[config.mk]
export PLATFORM = sky130hd
export DESIGN_NAME = fifo_wr_arbiter
export DESIGN_NICKNAME = d
export VERILOG_FILES = /design/src/rtl/fifo_wr_arbiter.sv
export SDC_FILE = /design/constraint.sdc
export NUM_CORES = 1
export LEC_CHECK = 0
export CAP_MARGIN = 20
export CORE_MARGIN = 5
export CORE_UTILIZATION = 25
export CTS_CLUSTER_SIZE = 12
export DETAILED_ROUTE_END_ITERATION = 7
export HOLD_SLACK_MARGIN = 0.03
export PLACE_DENSITY = 0.83
export REMOVE_ABC_BUFFERS = 1
export SYNTH_ARGS = -nofsm -noshare
export SYNTH_HDL_FRONTEND = slang
export SYNTH_SLANG_ARGS = --single-unit
[constraint.sdc]
create_clock -name fifo_clk -period 1.7 [get_ports fifo_clk]
set_input_delay 0.255 -clock fifo_clk [delete_from_list [all_inputs] [get_ports fifo_clk]]
set_output_delay 0.255 -clock fifo_clk [all_outputs]
set_load 0.05 [all_outputs]
[src/rtl/fifo_wr_arbiter.sv]
// fifo_wr_arbiter: round-robin arbiter that shares the write port of a single
// synch_fifo among NUM_REQ valid/ready requesters. A winner owns the port for
// a burst of up to BURST_MAX beats, and is only granted when the FIFO has room
// for a full burst.
module fifo_wr_arbiter #(
  parameter int NUM_REQ    = 4,
  parameter int ID_W       = 2,
  parameter int FIFO_WIDTH = 32,
  parameter int FIFO_PTR   = 4,
  parameter int BURST_MAX  = 4
) (
  input  logic                          fifo_clk,
  input  logic                          rst,
  input  logic [NUM_REQ-1:0]            req_valid,
  input  logic [NUM_REQ*FIFO_WIDTH-1:0] req_data,
  output logic [NUM_REQ-1:0]            req_ready,
  input  logic                          fifo_full,
  input  logic [FIFO_PTR:0]             fifo_room_avail,
  output logic                          fifo_wren,
  output logic [FIFO_WIDTH-1:0]         fifo_wrdata,
  output logic                          grant_valid,
  output logic [ID_W-1:0]               grant_id
);

  localparam int              CNT_W       = $clog2(BURST_MAX + 1);
  localparam logic [FIFO_PTR:0] ROOM_NEED = (FIFO_PTR + 1)'(BURST_MAX);
  localparam logic [CNT_W-1:0] LAST_BEAT  = CNT_W'(BURST_MAX - 1);
  localparam logic [ID_W-1:0]  LAST_ID_RST = ID_W'(NUM_REQ - 1);

  typedef enum logic {
    IDLE,
    GRANT
  } state_t;

  state_t                state, state_nxt;
  logic [ID_W-1:0]       last_id, last_id_nxt;
  logic [ID_W-1:0]       grant_id_nxt;
  logic [CNT_W-1:0]      beat_cnt, beat_cnt_nxt;
  logic [FIFO_WIDTH-1:0] req_word [NUM_REQ];
  logic                  win_found;
  logic [ID_W-1:0]       win_id;
  logic [ID_W-1:0]       cand;
  logic                  beat;

  // Unpack the flat data bus so the owner's word can be picked by index.
  for (genvar i = 0; i < NUM_REQ; i++) begin : g_unpack
    assign req_word[i] = req_data[i*FIFO_WIDTH +: FIFO_WIDTH];
  end

  // Round-robin search starting just after the last released requester,
  // so the previous owner is always considered last.
  always_comb begin
    win_found = 1'b0;
    win_id    = '0;
    cand      = '0;
    for (int k = 1; k <= NUM_REQ; k++) begin
      cand = ID_W'((int'(last_id) + k) % NUM_REQ);
      if (!win_found && req_valid[cand]) begin
        win_found = 1'b1;
        win_id    = cand;
      end
    end
  end

  // State register; reset drops any grant and restarts priority at requester 0.
  always_ff @(posedge fifo_clk or posedge rst) begin
    if (rst) begin
      state    <= IDLE;
      last_id  <= LAST_ID_RST;
      beat_cnt <= '0;
      grant_id <= '0;
    end else begin
      state    <= state_nxt;
      last_id  <= last_id_nxt;
      beat_cnt <= beat_cnt_nxt;
      grant_id <= grant_id_nxt;
    end
  end

  // Next-state and output decode: arbitrate in IDLE, stream beats in GRANT,
  // stall on full and release on burst limit or when the owner drops valid.
  always_comb begin
    state_nxt    = state;
    last_id_nxt  = last_id;
    beat_cnt_nxt = beat_cnt;
    grant_id_nxt = grant_id;
    req_ready    = '0;
    fifo_wren    = 1'b0;
    fifo_wrdata  = '0;
    grant_valid  = 1'b0;
    beat         = 1'b0;
    unique case (state)
      IDLE: begin
        if (win_found && (fifo_room_avail >= ROOM_NEED)) begin
          state_nxt    = GRANT;
          grant_id_nxt = win_id;
          beat_cnt_nxt = '0;
        end
      end
      GRANT: begin
        grant_valid         = 1'b1;
        req_ready[grant_id] = ~fifo_full;
        beat                = req_valid[grant_id] & ~fifo_full;
        fifo_wren           = beat;
        fifo_wrdata         = beat ? req_word[grant_id] : '0;
        if (!fifo_full) begin
          if (!req_valid[grant_id]) begin
            state_nxt    = IDLE;
            last_id_nxt  = grant_id;
            beat_cnt_nxt = '0;
          end else if (beat_cnt == LAST_BEAT) begin
            state_nxt    = IDLE;
            last_id_nxt  = grant_id;
            beat_cnt_nxt = '0;
          end else begin
            beat_cnt_nxt = beat_cnt + CNT_W'(1);
          end
        end
      end
      default: state_nxt = IDLE;
    endcase
  end

endmodule

==> summary.md, run 1 <==
| Metric | Value |
|---|---|
| Slew at the pin with the worst max-slew slack | `0.338 ns` |
| H-Tree Depth | `1` |
| CP Capture Type | `output port` |
| Failing checks | `setup timing` |
| Period minus WS final | `2.03 ns` |
| Vias per cell | `4.89` |
| Fill count | `469` |
| Post-Synthesis Cell Area | `1560 µm²` |
| Post-Place Cells | `391` |
| Site row count | `28` |
| CTS tree | `built` |
| DR iter-0 viols | `35` |
| Seq cells post-synth | `8` |
| IO buf count | `177` |
| Final setup margin | `-0.334 ns` |
| Die Height | `89.0 µm` |
| CTS Buf Count | `3` |
| CP delay by family, top | `multiplexers` |
| Starting Density | `26.1%` |
| Logic pwr share | `87.5%` |
| Max IR drop VDD | `1.69 mV` |
| Leakage power | `0.00152 µW` |
| Final core utilization | `63.7%` |
| Clock root buffer | `clkbuf_8` |
| Tot Pwr | `4960 µW` |
| Largest net degree at the start of global routing | `24` |
| Critical path arrival | `1.78 ns` |
| Final Hold Viols | `0` |
| Die width | `89.0 µm` |
| CTS sink cnt | `8` |
| Vias in the first global route | `2,184` |
| Io pins | `180` |
| Routed vias | `1,955` |
| CP max stage cell | `dfrtp_2` |
| Outcome | `finished with violations` |
| HPWL Detailed | `6.13 mm` |
| Synth warnings | `0` |
| Max Clk Rate | `0.492 GHz` |
| Clock Tree Buf Depth | `2` |
| Pint | `2740 µW` |
| Post-synthesis cell type count | `33` |
| Reg power frac | `7.8%` |
| Post-Syn Area per Cell | `11.5 µm²` |
| CP Max Fanout | `11` |
| Hold Crit Class | `input pin to async pin` |
| Final net count | `468` |
| Max-cap check violation count | `0` |
| Gpl congestion | `0.882` |
| Share of layout cells above drive strength 1 | `36.6%` |
| Final WL | `7.41 mm` |
| Critical path, cell by cell | `mux2_4 > mux2_4 > nand2_8 > buf_12 > nor2b_1 > buf_6` |
| Total GRT Usage | `17.9%` |
| Seq/Total Area, Yosys | `13.0%` |
| Worst-skew pair later-pin latency | `0.23 ns` |
| PwrDens | `1300 nW/µm²` |
| Commonest cells after routing, fill and taps aside | `clkdlybuf4s50_1 (137), buf_6 (34), mux4_2 (32)` |
| Switch share | `44.7%` |
| Fin crit share | `120%` |
| Slew headroom | `77.3%` |
| Net load switching power | `2210 µW` |
| Core area | `5990 µm²` |
| Startpoint types | `flop` |
| Largest cells by area after synthesis | `mux4_2 (42%), nor2b_1 (13%), dfrtp_1 (9.6%)` |
| DR DRC count | `0` |
| GR Overflow Total | `0` |
| Die footprint | `7930 µm²` |
| Worst Path Required | `1.44 ns` |
| Clk slew on worst S/H paths | `0.04 ns` |
| CTS Hold Bufs | `0` |
| # setup viols final | `34` |
| Clock network fraction of total power | `4.7%` |
| Slew Limit Fails | `0` |
| Initial antenna violation count | `1` |
| WL per Instance | `18.5 µm` |
| Commonest non-fill, non-tap cell in the layout | `clkdlybuf4s50_1` |
| Ant. Diodes | `0` |
| Cells after Synth | `136` |
| Worst path max stage delay | `0.45 ns` |
| Global-route wire length before repair | `10.9 mm` |
| Yosys top cell area share | `41.8%` |
| Worst Skew | `0.00263 ns` |
| Pre-antenna DRT Iters | `4` |
| RSZ-0062 raised after global routing | `true` |
| WP buf/inv | `2` |
| Crit Path Category | `flop to output port` |
| Synthesis-to-finish area growth | `144%` |
| Final antenna-violating net count | `0` |
| Finished Layout Cells | `400` |
| CP most frequent cell | `mux2_4` |
| Yosys top cell by area | `mux4_2` |
logic make-up (layout without fill, tap and decap cells):
family,count (synthesis),after routing,synth area share (%)
simple gates,55,55,20.7
mux,37,37,50.7
buf+inv,19,208,7.21
compound gates,16,16,7.61
flops,8,8,13.0
fa+ha+maj,1,1,0.801
through the flow:
| step | cell area [µm²] | TNS (ns) | worst slack, ns | hold WS, ns |
|---|---|---|---|---|
| final | 3820 | -10.64 | -0.334 | 0.279 |
| after global routing | 3820 | -12.11 | -0.378 | 0.312 |
| after CTS | 3780 | -10.96 | -0.360 | 0.280 |
| after detailed placement | 3510 | -10.07 | -0.314 | 0.527 |
| after global placement | 3510 | -9.16 | -0.280 | 0.517 |
| after floorplan | 1480 | -73.83 | -1.86 | 0.0692 |
synth_stat cells:
| cell | instances |
|---|---|
| a21boi_0 | 1 |
| a21o_1 | 1 |
| a21oi_1 | 5 |
| a221oi_1 | 1 |
| a22o_1 | 1 |
| and3_1 | 1 |
| buf_2 | 3 |
| buf_4 | 2 |
| buf_6 | 4 |
| clkbuf_1 | 3 |
| dfrtp_1 | 6 |
| dfstp_2 | 2 |
| ha_1 | 1 |
| inv_1 | 7 |
| mux2_2 | 4 |
| mux2_4 | 1 |
| mux4_1 | 3 |
| mux4_2 | 29 |
| nand2_1 | 7 |
| nand2_4 | 1 |
| nand2b_1 | 3 |
| nand3_1 | 1 |
| nor2_1 | 4 |
| nor2b_1 | 33 |
| nor3_1 | 2 |
| nor3_2 | 1 |
| nor3b_1 | 1 |
| nor4_1 | 1 |
| o211ai_1 | 2 |
| o22a_1 | 1 |
| o22ai_1 | 2 |
| o32ai_1 | 1 |
| o32ai_2 | 1 |
registers in the layout, summed over array words and instances, names as in the netlist:
signal	count
beat_cnt	3
grant_id	2
last_id	2
state	1
metal layers:
layer | vias to the layer above | part of all wire (%) | track usage (%)
li1 | 910 | - | -
met1 | 935 | 34 | 19.3
met2 | 100 | 55 | 35.2
met3 | 8 | 10 | 4.79
met4 | 2 | 0.85 | 2.98
met5 | - | 0.15 | 0
area by class of cell:
class | count | area (µm²) | share of cell area (%)
Sequential cell | 8 | 205 | 5.38
Multi-Input combinational cell | 109 | 1300 | 34.2
Timing Repair Buffer | 198 | 2150 | 56.2
Inverter | 7 | 26.3 | 0.688
Tap cell | 75 | 93.8 | 2.46
Clock buffer | 3 | 41.3 | 1.08
worst paths after layout:
path                             start              end  slack, ns  depth (start not counted)
max                        grant_id[0]  fifo_wrdata[22]      -0.33                          6
min                                rst      grant_id[0]       0.28                          2
max reg2reg                grant_id[0]      beat_cnt[2]       0.08                          6
min reg2reg                beat_cnt[1]      beat_cnt[1]       0.55                          2
max in group asynchronous          rst       last_id[1]       1.13                          2
min in group fifo_clk      beat_cnt[1]      beat_cnt[1]       0.55                          2
what timing repair did:
item,4_1_cts,5_1_grt
setup buffers,1,3
endpoints found under the hold margin,0,0
cloned,2,0
gates resized for setup,54,4
endpoints found under the setup margin,35,37
pin swaps,1,1
power by group through the flow:
stage                     logic [µW]  clock network [µW]  registers [µW]
after floorplan                 2080                   0             743
after global placement          3830                   0             380
after detailed placement        3870                   0             390
after CTS                       4320                 236             388
after global routing            4580                 238             398
final                           4340                 231             387
(Power assumes the default switching activity.)
==> run 2, diff against run 1 <==
CORE_ASPECT_RATIO = 1.5   (was unset)
==> run 2 against run 1 <==
The flow still finishes with violations (setup timing); sequential share of layout area fell by 0.34 points; core utilization increased by 2.7 points; clock skew increased by 0.0015 ns; flip-flop and latch count unchanged; worst setup slack worse by 0.039 ns; largest power group unchanged.
==> summary.md, run 2 (same netlist as run 1, synthesis figures left out) <==
| Metric | Value |
|---|---|
| Worst-skew pair later-pin latency | `0.24 ns` |
| Final net count | `475` |
| GR Overflow Total | `0` |
| DR iter-0 viols | `57` |
| Clock root buffer | `clkbuf_8` |
| Fill count | `472` |
| Clk slew on worst S/H paths | `0.05 ns` |
| Crit Path Category | `flop to output port` |
| Reg2Reg Setup Slack | `0.18 ns` |
| Final setup margin | `-0.373 ns` |
| Site row count | `35` |
| CTS tree | `built` |
| Pre-antenna DRT Iters | `4` |
| RSZ-0062 raised after global routing | `true` |
| Finished Layout Cells | `407` |
| CTS Hold Bufs | `0` |
| PwrDens | `1360 nW/µm²` |
| Commonest cells after routing, fill and taps aside | `clkdlybuf4s50_1 (137), mux4_2 (32), buf_6 (29)` |
| H-Tree Depth | `1` |
| Max reg flops | `3` |
| Largest net degree at the start of global routing | `20` |
| CTS sink cnt | `8` |
| Max IR drop VDD | `1.07 mV` |
| Final antenna-violating net count | `0` |
| Vias per cell | `5.02` |
| Largest registers | `beat_cnt: 3 flops, grant_id: 2 flops, last_id: 2 flops` |
| Post-Place Cells | `396` |
| Leakage power | `0.00165 µW` |
| Slew headroom | `69.2%` |
| DR DRC count | `0` |
| Max-cap check violation count | `0` |
| Synthesis-to-finish area growth | `161%` |
| Startpoint types | `flop` |
| CP Max Fanout | `16` |
| Period minus WS final | `2.07 ns` |
| CTS Buf Count | `3` |
| Commonest non-fill, non-tap cell in the layout | `clkdlybuf4s50_1` |
| Slew Limit Fails | `0` |
| Starting Density | `25.5%` |
| # setup viols final | `34` |
| Clock Tree Buf Depth | `2` |
| Largest Register | `beat_cnt` |
| Die width | `74.5 µm` |
| Max Clk Rate | `0.482 GHz` |
| Io pins | `180` |
| Final WL | `7.78 mm` |
| Vias in the first global route | `2,402` |
| Final Hold Viols | `0` |
| Fin crit share | `122%` |
| Setup WS pre-CTS | `-0.315 ns` |
| Initial antenna violation count | `0` |
| Worst Path Required | `1.44 ns` |
| CP Capture Type | `output port` |
| RR Startpoint | `grant_id[0]` |
| Gpl congestion | `0.795` |
| IO buf count | `177` |
| WL per Instance | `19.1 µm` |
| HPWL Detailed | `6.16 mm` |
| Hold Crit Class | `input pin to async pin` |
| Die footprint | `7960 µm²` |
| Share of layout cells above drive strength 1 | `42.0%` |
| Outcome | `finished with violations` |
| Worst R2R End | `beat_cnt[0]` |
| Failing checks | `setup timing` |
| Routed vias | `2,043` |
| Global-route wire length before repair | `11.4 mm` |
| Die Height | `107 µm` |
| Core area | `6130 µm²` |
| Total GRT Usage | `18.7%` |
| Critical path arrival | `1.82 ns` |
| Worst Skew | `0.00415 ns` |
| FF-to-FF path depth | `5` |
| Slew at the pin with the worst max-slew slack | `0.460 ns` |
| Hold WS | `0.264 ns` |
| Ant. Diodes | `0` |
run 2: changes by cell type in the layout (fill, tap and decap cells not counted), sizes merged:
cell    previous run  this run
buf               61        67
clkbuf             3         5
run 2: worst max path at each step:
stage,slack (ns),end,start
floorplan,-1.86,fifo_wrdata[0],grant_id[0]
global placement,-0.30,fifo_wrdata[11],req_valid[1]
detailed placement,-0.32,fifo_wrdata[11],req_valid[0]
CTS,-0.39,fifo_wrdata[6],grant_id[0]
global route,-0.42,fifo_wrdata[17],grant_id[0]
finish,-0.37,fifo_wrdata[5],grant_id[0]
run 2: power breakdown:
part	total (µW)	switching (µW)	leakage [µW]	internal [µW]
sequential	372	84.7	0.0000934	287
clock	254	90.6	0.0000228	164
combinational	4910	2230	0.00154	2680
run 2: what timing repair did:
item,4_1_cts,5_1_grt
setup endpoints to repair,33,37
pin swaps,2,0
buffers inserted,5,1
gates cloned,3,1
gates resized for setup,69,38
run 2: worst max-delay path: stages, from the launching register on:
cell and delay [ns]:
dfrtp_2 0.45, mux2_4 0.32, mux2_4 0.30, nand2_8 0.10, buf_12 0.17, nor2b_1 0.08
buf_6 0.15
run 2: through the flow:
step / utilization [%] / TNS [ns] / total power [µW] / area (µm²)
4_1_cts: 64.5 / -12.06 / 5350 / 3950
2_1_floorplan: - / -73.83 / 2820 / 1480
6_report: 66.4 / -11.34 / 5530 / 4070
3_3_place_gp: 57.5 / -9.23 / 4210 / 3520
5_1_grt: 66.4 / -13.04 / 5810 / 4070
3_5_place_dp: 57.5 / -10.05 / 4270 / 3520
run 2: area by class of cell:
cell class / count / area (µm²) / share of cell area [%]
clock buffer: 4 / 45.0 / 1.11
inverter: 7 / 26.3 / 0.645
multi-input combinational: 109 / 1440 / 35.4
sequential: 8 / 205 / 5.04
tap: 74 / 92.6 / 2.27
timing repair buffer: 205 / 2260 / 55.5
run 2: metal layers:
| metal | GRT usage [%] | vias to the layer above | wire, µm |
|---|---|---|---|
| met5 | 0 | - | 0 |
| met4 | 5.47 | 0 | 180 |
| met3 | 3.66 | 15 | 586 |
| met2 | 39.2 | 104 | 4700 |
| met1 | 16.7 | 999 | 2310 |
| li1 | - | 925 | - |
